==> config.mk <==
export PLATFORM = sky130hd
export DESIGN_NAME = seq_frame_tx
export DESIGN_NICKNAME = d
export VERILOG_FILES = /design/src/rtl/seq_frame_tx.sv
export SDC_FILE = /design/constraint.sdc
export NUM_CORES = 1
export LEC_CHECK = 0
export ABC_AREA = 1
export CAP_MARGIN = 20
export CORE_MARGIN = 3
export CORE_UTILIZATION = 49
export DETAILED_ROUTE_END_ITERATION = 7
export PLACE_DENSITY_LB_ADDON = 0.15
export REMOVE_ABC_BUFFERS = 1
export SYNTH_ARGS = -nofsm -noshare
export SYNTH_HDL_FRONTEND = slang
export SYNTH_SLANG_ARGS = --single-unit
export TNS_END_PERCENT = 5
==> constraint.sdc <==
create_clock -name clk -period 1.75 [get_ports clk]
set_input_delay 0.525 -clock clk [delete_from_list [all_inputs] [get_ports clk]]
set_output_delay 0.525 -clock clk [all_outputs]
set_load 0.02 [all_outputs]
==> src/rtl/seq_frame_tx.sv <==
// Serial frame transmitter: sync word 1011 then payload MSB first, one bit per clock.
// Define SEQ_FRAME_TX_PARITY_EN to append an even-parity bit after the payload.
module seq_frame_tx #(
    parameter int                DATA_W       = 8,
    parameter int                SYNC_W       = 4,
    parameter logic [SYNC_W-1:0] SYNC_PATTERN = 4'b1011
) (
    input  logic              clk,
    input  logic              reset,
    input  logic [DATA_W-1:0] data_in,
    input  logic              data_valid,
    output logic              data_ready,
    output logic              out_bit,
    output logic              out_valid,
    output logic              frame_start,
    output logic              frame_done
);

    localparam int MAX_W = (SYNC_W > DATA_W) ? SYNC_W : DATA_W;
    localparam int CNT_W = $clog2(MAX_W + 1);

    localparam logic [CNT_W-1:0] SYNC_LAST = CNT_W'(SYNC_W - 1);
    localparam logic [CNT_W-1:0] DATA_LAST = CNT_W'(DATA_W - 1);

`ifdef SEQ_FRAME_TX_PARITY_EN
    typedef enum logic [1:0] {
        IDLE,
        SYNC,
        DATA,
        PARITY
    } state_t;
`else
    typedef enum logic [1:0] {
        IDLE,
        SYNC,
        DATA
    } state_t;
`endif

    state_t              state;
    state_t              state_nxt;
    logic [CNT_W-1:0]    cnt;
    logic [CNT_W-1:0]    cnt_nxt;
    logic [DATA_W-1:0]   shreg;
    logic [DATA_W-1:0]   shreg_nxt;
    logic [SYNC_W-1:0]   sync_sh;

`ifdef SEQ_FRAME_TX_PARITY_EN
    logic                par;
    logic                par_nxt;
`endif

    always_ff @(posedge clk) begin
        if (reset) begin
            state <= IDLE;
            cnt   <= '0;
            shreg <= '0;
`ifdef SEQ_FRAME_TX_PARITY_EN
            par   <= 1'b0;
`endif
        end else begin
            state <= state_nxt;
            cnt   <= cnt_nxt;
            shreg <= shreg_nxt;
`ifdef SEQ_FRAME_TX_PARITY_EN
            par   <= par_nxt;
`endif
        end
    end

    always_comb begin
        state_nxt = state;
        cnt_nxt   = cnt;
        shreg_nxt = shreg;
`ifdef SEQ_FRAME_TX_PARITY_EN
        par_nxt   = par;
`endif
        unique case (state)
            IDLE: begin
                if (data_valid) begin
                    state_nxt = SYNC;
                    cnt_nxt   = '0;
                    shreg_nxt = data_in;
`ifdef SEQ_FRAME_TX_PARITY_EN
                    par_nxt   = ^data_in;
`endif
                end
            end
            SYNC: begin
                if (cnt == SYNC_LAST) begin
                    cnt_nxt   = '0;
                    state_nxt = DATA;
                end else begin
                    cnt_nxt = cnt + 1'b1;
                end
            end
            DATA: begin
                shreg_nxt = shreg << 1;
                if (cnt == DATA_LAST) begin
                    cnt_nxt = '0;
`ifdef SEQ_FRAME_TX_PARITY_EN
                    state_nxt = PARITY;
`else
                    state_nxt = IDLE;
`endif
                end else begin
                    cnt_nxt = cnt + 1'b1;
                end
            end
`ifdef SEQ_FRAME_TX_PARITY_EN
            PARITY: begin
                state_nxt = IDLE;
            end
`endif
            default: begin
                state_nxt = IDLE;
                cnt_nxt   = '0;
            end
        endcase
    end

    // Sync bit selected by shifting the pattern so the counter never indexes directly
    assign sync_sh = SYNC_PATTERN << cnt;

    always_comb begin
        data_ready  = 1'b0;
        out_bit     = 1'b0;
        out_valid   = 1'b0;
        frame_start = 1'b0;
        frame_done  = 1'b0;
        unique case (state)
            IDLE: begin
                data_ready = 1'b1;
            end
            SYNC: begin
                out_valid   = 1'b1;
                out_bit     = sync_sh[SYNC_W-1];
                frame_start = (cnt == '0);
            end
            DATA: begin
                out_valid = 1'b1;
                out_bit   = shreg[DATA_W-1];
`ifndef SEQ_FRAME_TX_PARITY_EN
                frame_done = (cnt == DATA_LAST);
`endif
            end
`ifdef SEQ_FRAME_TX_PARITY_EN
            PARITY: begin
                out_valid  = 1'b1;
                out_bit    = par;
                frame_done = 1'b1;
            end
`endif
            default: begin
                data_ready = 1'b0;
            end
        endcase
    end

endmodule
# Word-level counts from Yosys, hierarchy flattened
# Cells that the tools add are included.
# totals
out_inout_bits,5
regBits,14
in_bits,11
# op_classes
add_sub_neg,1
eq_ne,7
n_shift,1
n_reduce_logical,6
n_mux,15
# op_table
op,n
$pmux W8 S2,1
$mux W4,3
$pmux W4 S3,1
$mux W8,1
$mux W2,3
$ne A2 B2 Y1 const B,3
$pmux W2 S3,1
$add A4 B1 Y4 const B,1
$eq A4 B2 Y1 const B,1
$eq A4 B3 Y1 const B,1
$logic_not A4 Y1,1
$mux W1,4
$shl A4 B4 Y4 const A,1
$reduce_and A3 Y1,1
$eq A2 B1 Y1 const B,1
$eq A2 B2 Y1 const B,1
$logic_not A2 Y1,1
$pmux W1 S2,1
$reduce_and A2 Y1,1
$reduce_bool A2 Y1,1
$reduce_or A2 Y1,1

# Logic depth before layout (Yosys ltp)
# depth
ltp_word,3
ltp_mapped,8
ltp_nobuf,7

# Worst setup path before layout
# Ideal clock, no wire load.
# synth_timing
path_type,reg-to-output
start,register state[0]
end,output out_bit
setup_slack_ps,-8
path_buffers,0
path_stages_with_launch,5
arrival_ps,1233
t_required_ps,1225
path_cell_list,dfxtp_1 inv_1 ha_1 inv_1 a21oi_1
# synth_between
elab_chain_len,2
word_cells_on_any_way,3
classes_between,2 x eq/ne; 1 x mux
# synth_rtl
item,line,rtl
from (decl),40,state_t state;
from (signal assigned),62,state <= state_nxt;
$eq A2 B2 Y1 / $eq A2 B1 Y1 (equally long branches),131,unique case (state)
$pmux W1 S2 *,131,
to (decl),13,"output logic out_bit,"
# Mark *: on every way between the ends. The rest lies on a longest branch, timed or not.

# Worst setup path after layout
# Same ends and word-level chain as after synthesis.

==> impl_metrics.tcl <==
set metrics [dict create \
    outcome "finished, violations left" \
    violations "setup timing" \
    initial_core_util_pct 52.76 \
    yosysUniqueCellTypes 20 \
    cp-start-kind "register" \
    cts_setup_buffers 0 \
    grt_pass1_wl_mm 2.932 \
    ys_top_cells_by_count "nand2_1 (34), nor2_1 (20), dfxtp_1 (14), inv_1 (9), a21oi_1 (8)" \
    clk_latency_ns 0.28 \
    die_y_um 46.74 \
    cp_data_required_time_ns 1.22 \
    endpoint_kind "output pin" \
    antenna_cells 0 \
    switching_share_pct 44.50 \
    synth_cells 119 \
    slowest_delay_ns 0.37 \
    syn_to_final_growth_pct 43.69 \
    seqPwrFrac_pct 27.1 \
    netlist_area_um2 813.3 \
    clkTransAtPathRegs_ns 0.08 \
    path_depth 5 \
    p_leak_nw 0.5551 \
    grtUsageTotal_pct 19.15 \
    cp_max_fo 3 \
    cts.sinks 14 \
    grt_pass1_vias 751 \
    drive_gt1_share_pct 30.97 \
    worstHoldEndpoint "shreg[0]$_SDFFE_PP0P_" \
    hold_start "shreg[0]$_SDFFE_PP0P_" \
    grt-ovfl-total 0 \
    synth_area_leaders "dfxtp_1 (34%), nand2_1 (16%), ha_1 (9.2%)" \
    power_switching_uw 868.8 \
    cp.arrival_ns 1.26 \
    ys_ff_latch 14 \
    ys_warn_count 0 \
    fmax_mhz 559.4 \
    ioPinCount 16 \
    reg2reg_from "state[0]$_SDFFE_PP0P_" \
    antenna_left 0 \
    yosysTopAreaCell "dfxtp_1" \
    clk_path_buf_depth 2 \
    cts_tree "yes" \
    synth_most_common_cell "nand2_1" \
    intPower_mw 1.083 \
    p_per_area_nw_per_um2 1671 \
    power.total_mw 1.952 \
    wl_mm 1.868 \
    fp.dieArea_um2 2185 \
    rows 14 \
    holdPathStages 2 \
    dp_slack_ns -0.2434 \
    gp_congestion 0.7998 \
    core_region_area_um2 1541 \
    async_flop_share_pct 0 \
    slowest_stage "dfxtp_2" \
    period_minus_slack_ns 1.788 \
    avgSynthCellArea_um2 6.834 \
    slew_headroom_pct 76.39 \
    ff2ff_setup_slack_ns 0.15 \
    grt_start_max_net_pins 11 \
    power_frac_clock_pct 9.1 \
    vias_per_cell 4.895 \
    slew_viol_final 0 \
    finalHoldViolCount 0 \
    skew_ns 0.004710 \
    period_share_pct 102.2 \
    root_buffer "clkbuf_4" \
    path_buf_inv 3 \
    setup_viol 1 \
    maxCapViolCount 0 \
    combPwrFrac_pct 63.9 \
    ctsHoldBuffers 0 \
    cp_cell_sequence "inv_2 > ha_4 > inv_1 > a21oi_2 > buf_4" \
    setup_ws_ns -0.03774 \
    ctsHtreeMaxLevel 1 \
    ys_seq_area_share_pct 34.46 \
    rr_worst_depth 7 \
    timing_worst_setup_path_type "register to output pin" \
    reg2reg_to "shreg[2]$_SDFFE_PP0P_" \
    synth_flop_cell "dfxtp_1" \
    rsz0062_at_grt "true" \
    final_nets 174 \
    synth-edff-count 0 \
    antenna_found_initial 0 \
    vdd_drop_max_mv 0.8958 \
    die_w_um 46.74 \
    cts_buffers 3 \
    drt_iter0_drc 21 \
    synth_top_area_share_pct 34.46 \
    drc 0 \
    post_drt_wl_per_cell_um 10.92 \
    firstDrtPassIters 4 \
    via_count 837 \
    dp_hpwl_mm 1.432 \
    placement.io_buffers 15 \
    path_delay_family "flip-flops" \
    worstMarginPinSlew_ns 0.3542 \
    hp-class "register to register" \
]
## routing by layer
| layer | global-route usage [%] | vias to the layer above | wire length [µm] |
|---|---|---|---|
| li1 | - | 456 | - |
| met1 | 22.20 | 357 | 854 |
| met2 | 33.52 | 19 | 916 |
| met3 | 2.299 | 5 | 53 |
| met4 | 11.60 | 0 | 43 |
| met5 | 0 | - | 0 |
## how the worst max path moves through the flow
stage	start	end
CTS	state[1]$_SDFFE_PP0P_	out_bit
global placement	state[0]$_SDFFE_PP0P_	out_bit
detailed placement	state[0]$_SDFFE_PP0P_	out_bit
global route	state[0]$_SDFFE_PP0P_	out_bit
floorplan	state[0]$_SDFFE_PP0P_	out_bit
finish	state[0]$_SDFFE_PP0P_	out_bit
## what timing repair did
item	in CTS	in global routing
pin swaps	0	2
setup endpoints to repair	5	5
gates resized for setup	25	10
## metrics by stage
| stage | instance area (µm²) | utilization (%) | hold WS [ns] | instances | TNS [ns] |
|---|---|---|---|---|---|
| 3_3_place_gp | 1115 | 72.32 | 0.4574 | 168 | -0.5846 |
| 5_1_grt | 1169 | 75.81 | 0.4986 | 171 | -0.1543 |
| 3_5_place_dp | 1115 | 72.32 | 0.4661 | 168 | -0.6529 |
| 6_report | 1169 | 75.81 | 0.4817 | 171 | -0.03774 |
| 4_1_cts | 1129 | 73.21 | 0.4775 | 171 | -0.1068 |
| 2_1_floorplan | 802.0 | - | 0.4395 | 118 | -0.008209 |
## sequential cells by signal (all words and copies together) (netlist names)
name and cells:
shreg 8, cnt 4, state 2
## cells in the final DEF (no fill, tap or decap), types with 2 or more instances in the layout
master            n
nand2_1          34
buf_4            21
nor2_1           20
dfxtp_1          10
clkdlybuf4s50_1  10
o21ai_0           7
a21oi_1           7
inv_1             6
inv_2             4
nand3_1           4
nand2_2           3
ha_1              3
clkbuf_4          3
dfxtp_2           3
nor2_2            2
o211ai_1          2
ha_4              2
## worst reg2reg max path, cell delays in order, from the launching register on
cell and delay (ns):
dfxtp_2 0.37, inv_2 0.07, ha_2 0.21, buf_4 0.17, o21ai_2 0.31, inv_2 0.15
nor2_1 0.15, nor2_1 0.07
## cell type report
class	instances	area, µm²
inverters	11	43.79
repair buffers	34	282.8
fillers	121	372.9
clock buffers	3	22.52
multi-input cells	93	511.7
flip-flops and latches	14	287.8
well taps	16	20.02
## power groups by stage
| stage | clock network, mW | logic (mW) | registers (mW) |
|---|---|---|---|
| after global placement | 0 | 1.17 | 0.503 |
| final | 0.177 | 1.25 | 0.528 |
| after floorplan | 0 | 0.721 | 0.495 |
| after CTS | 0.183 | 1.18 | 0.512 |
| after detailed placement | 0 | 1.19 | 0.510 |
| after global routing | 0.198 | 1.39 | 0.535 |
## logic make-up (layout without fill, tap and decap cells)
family          count (synthesis)  in the layout  synth area share, %
compound gates                 19             19                12.77
fa+ha+maj                       6              6                9.231
buf+inv                        12             48                6.461
flops                          14             14                34.46
simple gates                   68             68                37.08
Power figures use the tool's default switching activity.
